### config.mk
export PLATFORM = sky130hd
export DESIGN_NAME = reset_seq_gen
export DESIGN_NICKNAME = d
export VERILOG_FILES = /design/src/rtl/reset_seq_pkg.sv /design/src/rtl/reset_sync.sv /design/src/rtl/reset_seq_gen.sv
export SDC_FILE = /design/constraint.sdc
export NUM_CORES = 1
export LEC_CHECK = 0
export CORE_AREA = 2 2 54 56
export DETAILED_ROUTE_END_ITERATION = 10
export DIE_AREA = 0 0 56 58
export PLACE_DENSITY = 0.72
export RECOVER_POWER = 25
export SYNTH_ARGS = -nofsm -noshare
export SYNTH_HDL_FRONTEND = slang
export SYNTH_SLANG_ARGS = --single-unit
### constraint.sdc
create_clock -name clk -period 3.1 [get_ports clk]
set_input_delay 0.93 -clock clk [delete_from_list [all_inputs] [get_ports clk]]
set_output_delay 0.93 -clock clk [all_outputs]
set_load 0.03 [all_outputs]
### src/rtl/reset_seq_pkg.sv
`default_nettype none
// ============================================================================
//  Module      : reset_seq_pkg
//  Description : Shared types and constants for the reset sequencer.
//                Defines the sequencer state encoding and the reset-cause
//                codes reported on reset_cause.
//  Revision    : 1.0 - initial release
// ============================================================================
package reset_seq_pkg;

    typedef enum logic [2:0] {
        IDLE      = 3'd0,
        WAIT_LOCK = 3'd1,
        COUNT     = 3'd2,
        RELEASE   = 3'd3,
        RUN       = 3'd4
    } seq_state_e;

    localparam logic [1:0] CAUSE_POR  = 2'd0;
    localparam logic [1:0] CAUSE_LOCK = 2'd1;
    localparam logic [1:0] CAUSE_SW   = 2'd2;

endpackage
`default_nettype wire

### src/rtl/reset_sync.sv
`default_nettype none
// ============================================================================
//  Module      : reset_sync
//  Description : Asynchronous-assert / synchronous-deassert reset
//                synchroniser. The output drops as soon as rst_n drops and
//                rises SYNC_STAGES clk edges after rst_n rises.
//  Ports       : clk        - destination clock
//                rst_n      - asynchronous active-low reset in
//                rst_sync_n - synchronised active-low reset out
//  Revision    : 1.0 - initial release
// ============================================================================
module reset_sync #(
    parameter int SYNC_STAGES = 2
) (
    input  logic clk,
    input  logic rst_n,
    output logic rst_sync_n
);

    logic [SYNC_STAGES-1:0] sync_q;
    logic [SYNC_STAGES-1:0] sync_d;

    // A constant 1 walks through the chain once reset is lifted.
    always_comb begin
        sync_d = {sync_q[SYNC_STAGES-2:0], 1'b1};
    end

    always_ff @(posedge clk or negedge rst_n) begin
        if (!rst_n) begin
            sync_q <= '0;
        end else begin
            sync_q <= sync_d;
        end
    end

    assign rst_sync_n = sync_q[SYNC_STAGES-1];

endmodule
`default_nettype wire

### src/rtl/reset_seq_gen.sv
`default_nettype none
// ============================================================================
//  Module      : reset_seq_gen
//  Description : Reset sequencer. Waits for the board reset to be lifted and
//                for PLL lock, holds all domains for RESET_CYCLES, then
//                releases the domain resets one by one, STAGGER_CYCLES apart.
//                Loss of lock or a software request re-runs the sequence.
//  Ports       : clk         - system clock
//                rst_n       - board reset, asynchronous, active-low
//                pll_lock    - PLL lock, asynchronous to clk
//                sw_rst_req  - single-cycle software reset request
//                dom_rst_n   - per-domain active-low resets, bit 0 first
//                ready       - all domains released
//                reset_cause - 0 board/POR, 1 lock loss, 2 software
//  Revision    : 1.0 - initial release
// ============================================================================
module reset_seq_gen
    import reset_seq_pkg::*;
#(
    parameter int NUM_DOMAINS    = 4,
    parameter int RESET_CYCLES   = 100,
    parameter int STAGGER_CYCLES = 16,
    parameter int SYNC_STAGES    = 2,
    parameter int CTR_WIDTH      = 8
) (
    input  logic                   clk,
    input  logic                   rst_n,
    input  logic                   pll_lock,
    input  logic                   sw_rst_req,
    output logic [NUM_DOMAINS-1:0] dom_rst_n,
    output logic                   ready,
    output logic [1:0]             reset_cause
);

    localparam int IDX_W = (NUM_DOMAINS > 1) ? $clog2(NUM_DOMAINS) : 1;
    localparam logic [CTR_WIDTH-1:0] RESET_LAST   = CTR_WIDTH'(RESET_CYCLES - 1);
    localparam logic [CTR_WIDTH-1:0] STAGGER_LAST = CTR_WIDTH'(STAGGER_CYCLES - 1);
    localparam logic [IDX_W-1:0]     IDX_LAST     = IDX_W'(NUM_DOMAINS - 1);

    logic                   rst_sync_n;
    logic                   lock_s;
    logic [SYNC_STAGES-1:0] lock_sync_q;
    logic [SYNC_STAGES-1:0] lock_sync_d;

    seq_state_e             state_q,  state_d;
    logic [CTR_WIDTH-1:0]   ctr_q,    ctr_d;
    logic [IDX_W-1:0]       idx_q,    idx_d;
    logic [NUM_DOMAINS-1:0] dom_q,    dom_d;
    logic                   ready_q,  ready_d;
    logic [1:0]             cause_q,  cause_d;

    reset_sync #(
        .SYNC_STAGES (SYNC_STAGES)
    ) u_reset_sync (
        .clk        (clk),
        .rst_n      (rst_n),
        .rst_sync_n (rst_sync_n)
    );

    // Lock synchroniser: plain flop chain, cleared by the board reset.
    always_comb begin
        lock_sync_d = {lock_sync_q[SYNC_STAGES-2:0], pll_lock};
    end

    always_ff @(posedge clk or negedge rst_n) begin
        if (!rst_n) begin
            lock_sync_q <= '0;
        end else begin
            lock_sync_q <= lock_sync_d;
        end
    end

    assign lock_s = lock_sync_q[SYNC_STAGES-1];

    always_comb begin
        state_d = state_q;
        ctr_d   = ctr_q;
        idx_d   = idx_q;
        dom_d   = dom_q;
        ready_d = ready_q;
        cause_d = cause_q;

        case (state_q)
            IDLE: begin
                if (rst_sync_n) begin
                    state_d = WAIT_LOCK;
                end
            end
            WAIT_LOCK: begin
                if (lock_s) begin
                    state_d = COUNT;
                    ctr_d   = '0;
                end
            end
            COUNT: begin
                if (ctr_q == RESET_LAST) begin
                    dom_d[0] = 1'b1;
                    ctr_d    = '0;
                    if (NUM_DOMAINS == 1) begin
                        state_d = RUN;
                        ready_d = 1'b1;
                    end else begin
                        idx_d   = IDX_W'(1);
                        state_d = RELEASE;
                    end
                end else begin
                    ctr_d = ctr_q + CTR_WIDTH'(1);
                end
            end
            RELEASE: begin
                if (ctr_q == STAGGER_LAST) begin
                    ctr_d = '0;
                    for (int k = 0; k < NUM_DOMAINS; k++) begin
                        if (idx_q == IDX_W'(k)) begin
                            dom_d[k] = 1'b1;
                        end
                    end
                    if (idx_q == IDX_LAST) begin
                        state_d = RUN;
                        ready_d = 1'b1;
                    end else begin
                        idx_d = idx_q + IDX_W'(1);
                    end
                end else begin
                    ctr_d = ctr_q + CTR_WIDTH'(1);
                end
            end
            RUN: begin
            end
            default: begin
                state_d = IDLE;
            end
        endcase

        // Abort overrides any progress made this cycle. Lock loss wins the
        // cause code when it coincides with a software request.
        if (((state_q == COUNT) || (state_q == RELEASE) || (state_q == RUN)) &&
            (!lock_s || sw_rst_req)) begin
            state_d = WAIT_LOCK;
            ctr_d   = '0;
            idx_d   = '0;
            dom_d   = '0;
            ready_d = 1'b0;
            cause_d = !lock_s ? CAUSE_LOCK : CAUSE_SW;
        end
    end

    always_ff @(posedge clk or negedge rst_n) begin
        if (!rst_n) begin
            state_q <= IDLE;
            ctr_q   <= '0;
            idx_q   <= '0;
            dom_q   <= '0;
            ready_q <= 1'b0;
            cause_q <= CAUSE_POR;
        end else begin
            state_q <= state_d;
            ctr_q   <= ctr_d;
            idx_q   <= idx_d;
            dom_q   <= dom_d;
            ready_q <= ready_d;
            cause_q <= cause_d;
        end
    end

    assign dom_rst_n   = dom_q;
    assign ready       = ready_q;
    assign reset_cause = cause_q;

endmodule
`default_nettype wire

==> results_dict.tcl <==
set metrics [dict create \
    cell_count_after_synthesis 128 \
    design_power_total_mw 0.689 \
    yosys_warnings 0 \
    dr_vias 987 \
    cp_slowest_stage_delay_ns 0.51 \
    synthArstFlopShare 1.00 \
    reg2reg_depth 4 \
    grt_antenna_before_repair 0 \
    hold_crit_depth 0 \
    clock_h_tree_levels 1 \
    critical_path.reg2reg.endpoint "idx_q[0]" \
    slew-limit-headroom 0.197 \
    maxCapViolations 0 \
    criticalPathCategory "primary input to register" \
    core.rowCount 19 \
    worst_setup_path_start_kind "primary input" \
    tritoncts_clock_tree "yes" \
    drt_iter0_drc 26 \
    tritoncts_num_sinks 23 \
    dp.final_hpwl_mm 1.78 \
    clk_transition_reported_paths_ns 0.13 \
    core-area_mm2 0.00266 \
    clock-root-buffer "clkbuf_4" \
    design.die.area_mm2 0.00325 \
    synth_largest_type_area_fraction 0.453 \
    postSynthAreaPerCell_um2 9.93 \
    category_of_the_worst_setup_path_capture_point "register" \
    required_ns 3.36 \
    cts_max_path_buffers 2 \
    cts.repair_timing.setup_buffer_count 0 \
    finalMaxSlewViolations 0 \
    worstMarginPinSlew_ns 1.20 \
    worst_hold_path_type "register to register" \
    report.final.hold_viol_count 0 \
    synth_top_flop_cell "dfrtp_1" \
    worstHoldStart "u_reset_sync.sync_q[0]" \
    vias_per_cell 5.84 \
    detail_route.drc_violations 0 \
    dieWidth_um 56 \
    final_cell_mix "dfrtp_1, nor2_1, o21ai_0, clkdlybuf4s50_1, nor3_1" \
    die_height_um 58 \
    finalNonFillerCells 169 \
    initial_core_util 0.477 \
    worst_r2r_startpoint "state_q[0]" \
    postSynthRegisterBits 23 \
    power.ir.vdd_worst_mv 0.359 \
    timing.setup.tns_ns 0 \
    synth_edf_count 0 \
    wire_per_inst_um 14.1 \
    synth_seq_area_share 0.453 \
    synthesis.nets 137 \
    grt_first_pass_wirelength_mm 4.26 \
    critical_path.cell_chain "clkdlybuf4s50_1 > nand4bb_1 > o21bai_2 > nor2_1 > a221o_1" \
    drt_pre_antenna_iters 4 \
    clk-insertion-delay-late_ns 0.31 \
    timing.final.crit_share 0.763 \
    flow.area_growth_from_synthesis_pct 11.5 \
    post-synth-top-area-cell "dfrtp_1" \
    regToRegSetupSlack_ns 0.82 \
    worstPathArrival_ns 2.62 \
    setup_viol_count_final 0 \
    number_of_nets_with_antenna_violations_after_detailed_routing 0 \
    finalCriticalPeriod_ns 2.37 \
    tritoncts.num_buffers 3 \
    placed_cells_incl_taps 165 \
    nNetsFinal 148 \
    fillCellCount 251 \
    synth.distinct_cells 44 \
    grt.total_usage 0.165 \
    via_count_of_the_first_global_routing_pass 974 \
    power_density_mw_per_mm2 486 \
    synth.area.top_cells "dfrtp_1, ha_1, a22o_1" \
    timing.critical_path.fanout_max 7 \
    critPathSlowestCell "clkdlybuf4s50_1" \
    rsz0062_at_grt "false" \
    cts-hold-fix-buffers 0 \
    worst_clk_skew_ns 0.00156 \
    wirelength_mm 2.39 \
    post_route_cells_drive_above_1_share 0.0870 \
    ioPinCount 11 \
    grt_residual_overflow 0 \
    layout.cells.most_common "dfrtp_1" \
    finalWeightedCongestion 0.892 \
    grt_max_degree 24 \
    status "finished clean" \
    antenna_cells 0 \
    placement.io_buffers 10 \
    worst_hold_path.endpoint "u_reset_sync.sync_q[1]" \
    synth_area_mm2 0.00127 \
    postCtsResizedCells 0 \
    power.leakage_nw 0.605 \
    max_freq_mhz 423 \
]
power breakdown:
part / switching, mW / internal [mW]
sequential: 0.0336 / 0.326
combinational: 0.108 / 0.0820
clock: 0.0910 / 0.0482
total: 0.233 / 0.456
per-stage QoR:
step	utilization	setup slack, ns	hold slack, ns	cell area (um^2)
3_3_place_gp	0.523	0.493	0.333	1390
3_5_place_dp	0.523	0.430	0.337	1390
5_1_grt	0.532	0.621	0.384	1420
6_report	0.532	0.735	0.364	1420
4_1_cts	0.534	0.749	0.368	1420
2_1_floorplan	-	1.11	0.331	1270
cells by family (layout without fill, tap and decap cells):
kind of cell	after synthesis	after routing	synth area share
buffers and inverters	11	21	0.0394
AO/OA/AOI/OAI	36	36	0.206
other	1	1	0.00295
AND/OR/NAND/NOR	49	49	0.227
adder cells (fa/ha/maj)	5	5	0.0492
multiplexers	1	1	0.00886
XOR/XNOR	2	2	0.0138
flip-flops	23	23	0.453
routing by layer:
metal	vias to the layer above	global-route usage	share of wire
met2	13	0.264	0.47
met1	478	0.223	0.50
met5	-	0	0
met4	0	0.0816	0.010
li1	492	-	-
met3	4	0.0223	0.020
synthesized netlist by cell type, types with 2 or more instances:
cell,n
a211o_1,2
a211oi_1,2
a21oi_1,6
a22o_1,5
buf_4,2
clkbuf_1,3
dfrtp_1,23
ha_1,5
inv_1,5
nand2_1,6
nand2b_1,4
nand3_1,2
nand4bb_1,2
nor2_1,11
nor2b_1,3
nor3_1,7
nor4_1,3
o2111ai_1,2
o21a_1,2
o21ai_0,8
xor2_1,2
worst max-delay path: cells and delay by family:
kind	cells	cell delay, ns
compound gates	2	0.52
buf+inv	1	0.51
simple gates	2	0.66
final cells by class:
type,instances,area (um^2),area share
inverter,5,18.8,0.0132
clock inverter,1,5.00,0.00353
sequential,23,576,0.406
clock buffer,3,22.5,0.0159
tap,31,38.8,0.0274
multi-input combinational,94,646,0.455
timing repair buffer,12,111,0.0786
worst max path at each step:
stage | startpoint | end | cells after the start | slack [ns]
global placement | sw_rst_req | ctr_q[5] | 5 | 0.49
global route | sw_rst_req | ctr_q[5] | 5 | 0.62
CTS | sw_rst_req | ctr_q[5] | 5 | 0.75
finish | sw_rst_req | ctr_q[5] | 5 | 0.73
floorplan | sw_rst_req | ctr_q[5] | 5 | 1.11
detailed placement | sw_rst_req | ctr_q[5] | 5 | 0.43
state kept, by name, indices dropped and copies added (netlist names):
name	cells
u_reset_sync.sync_q	2
state_q	3
reset_cause	2
dom_rst_n	4
ctr_q	8
idx_q	2
lock_sync_q	2
Power figures use the tool's default switching activity.
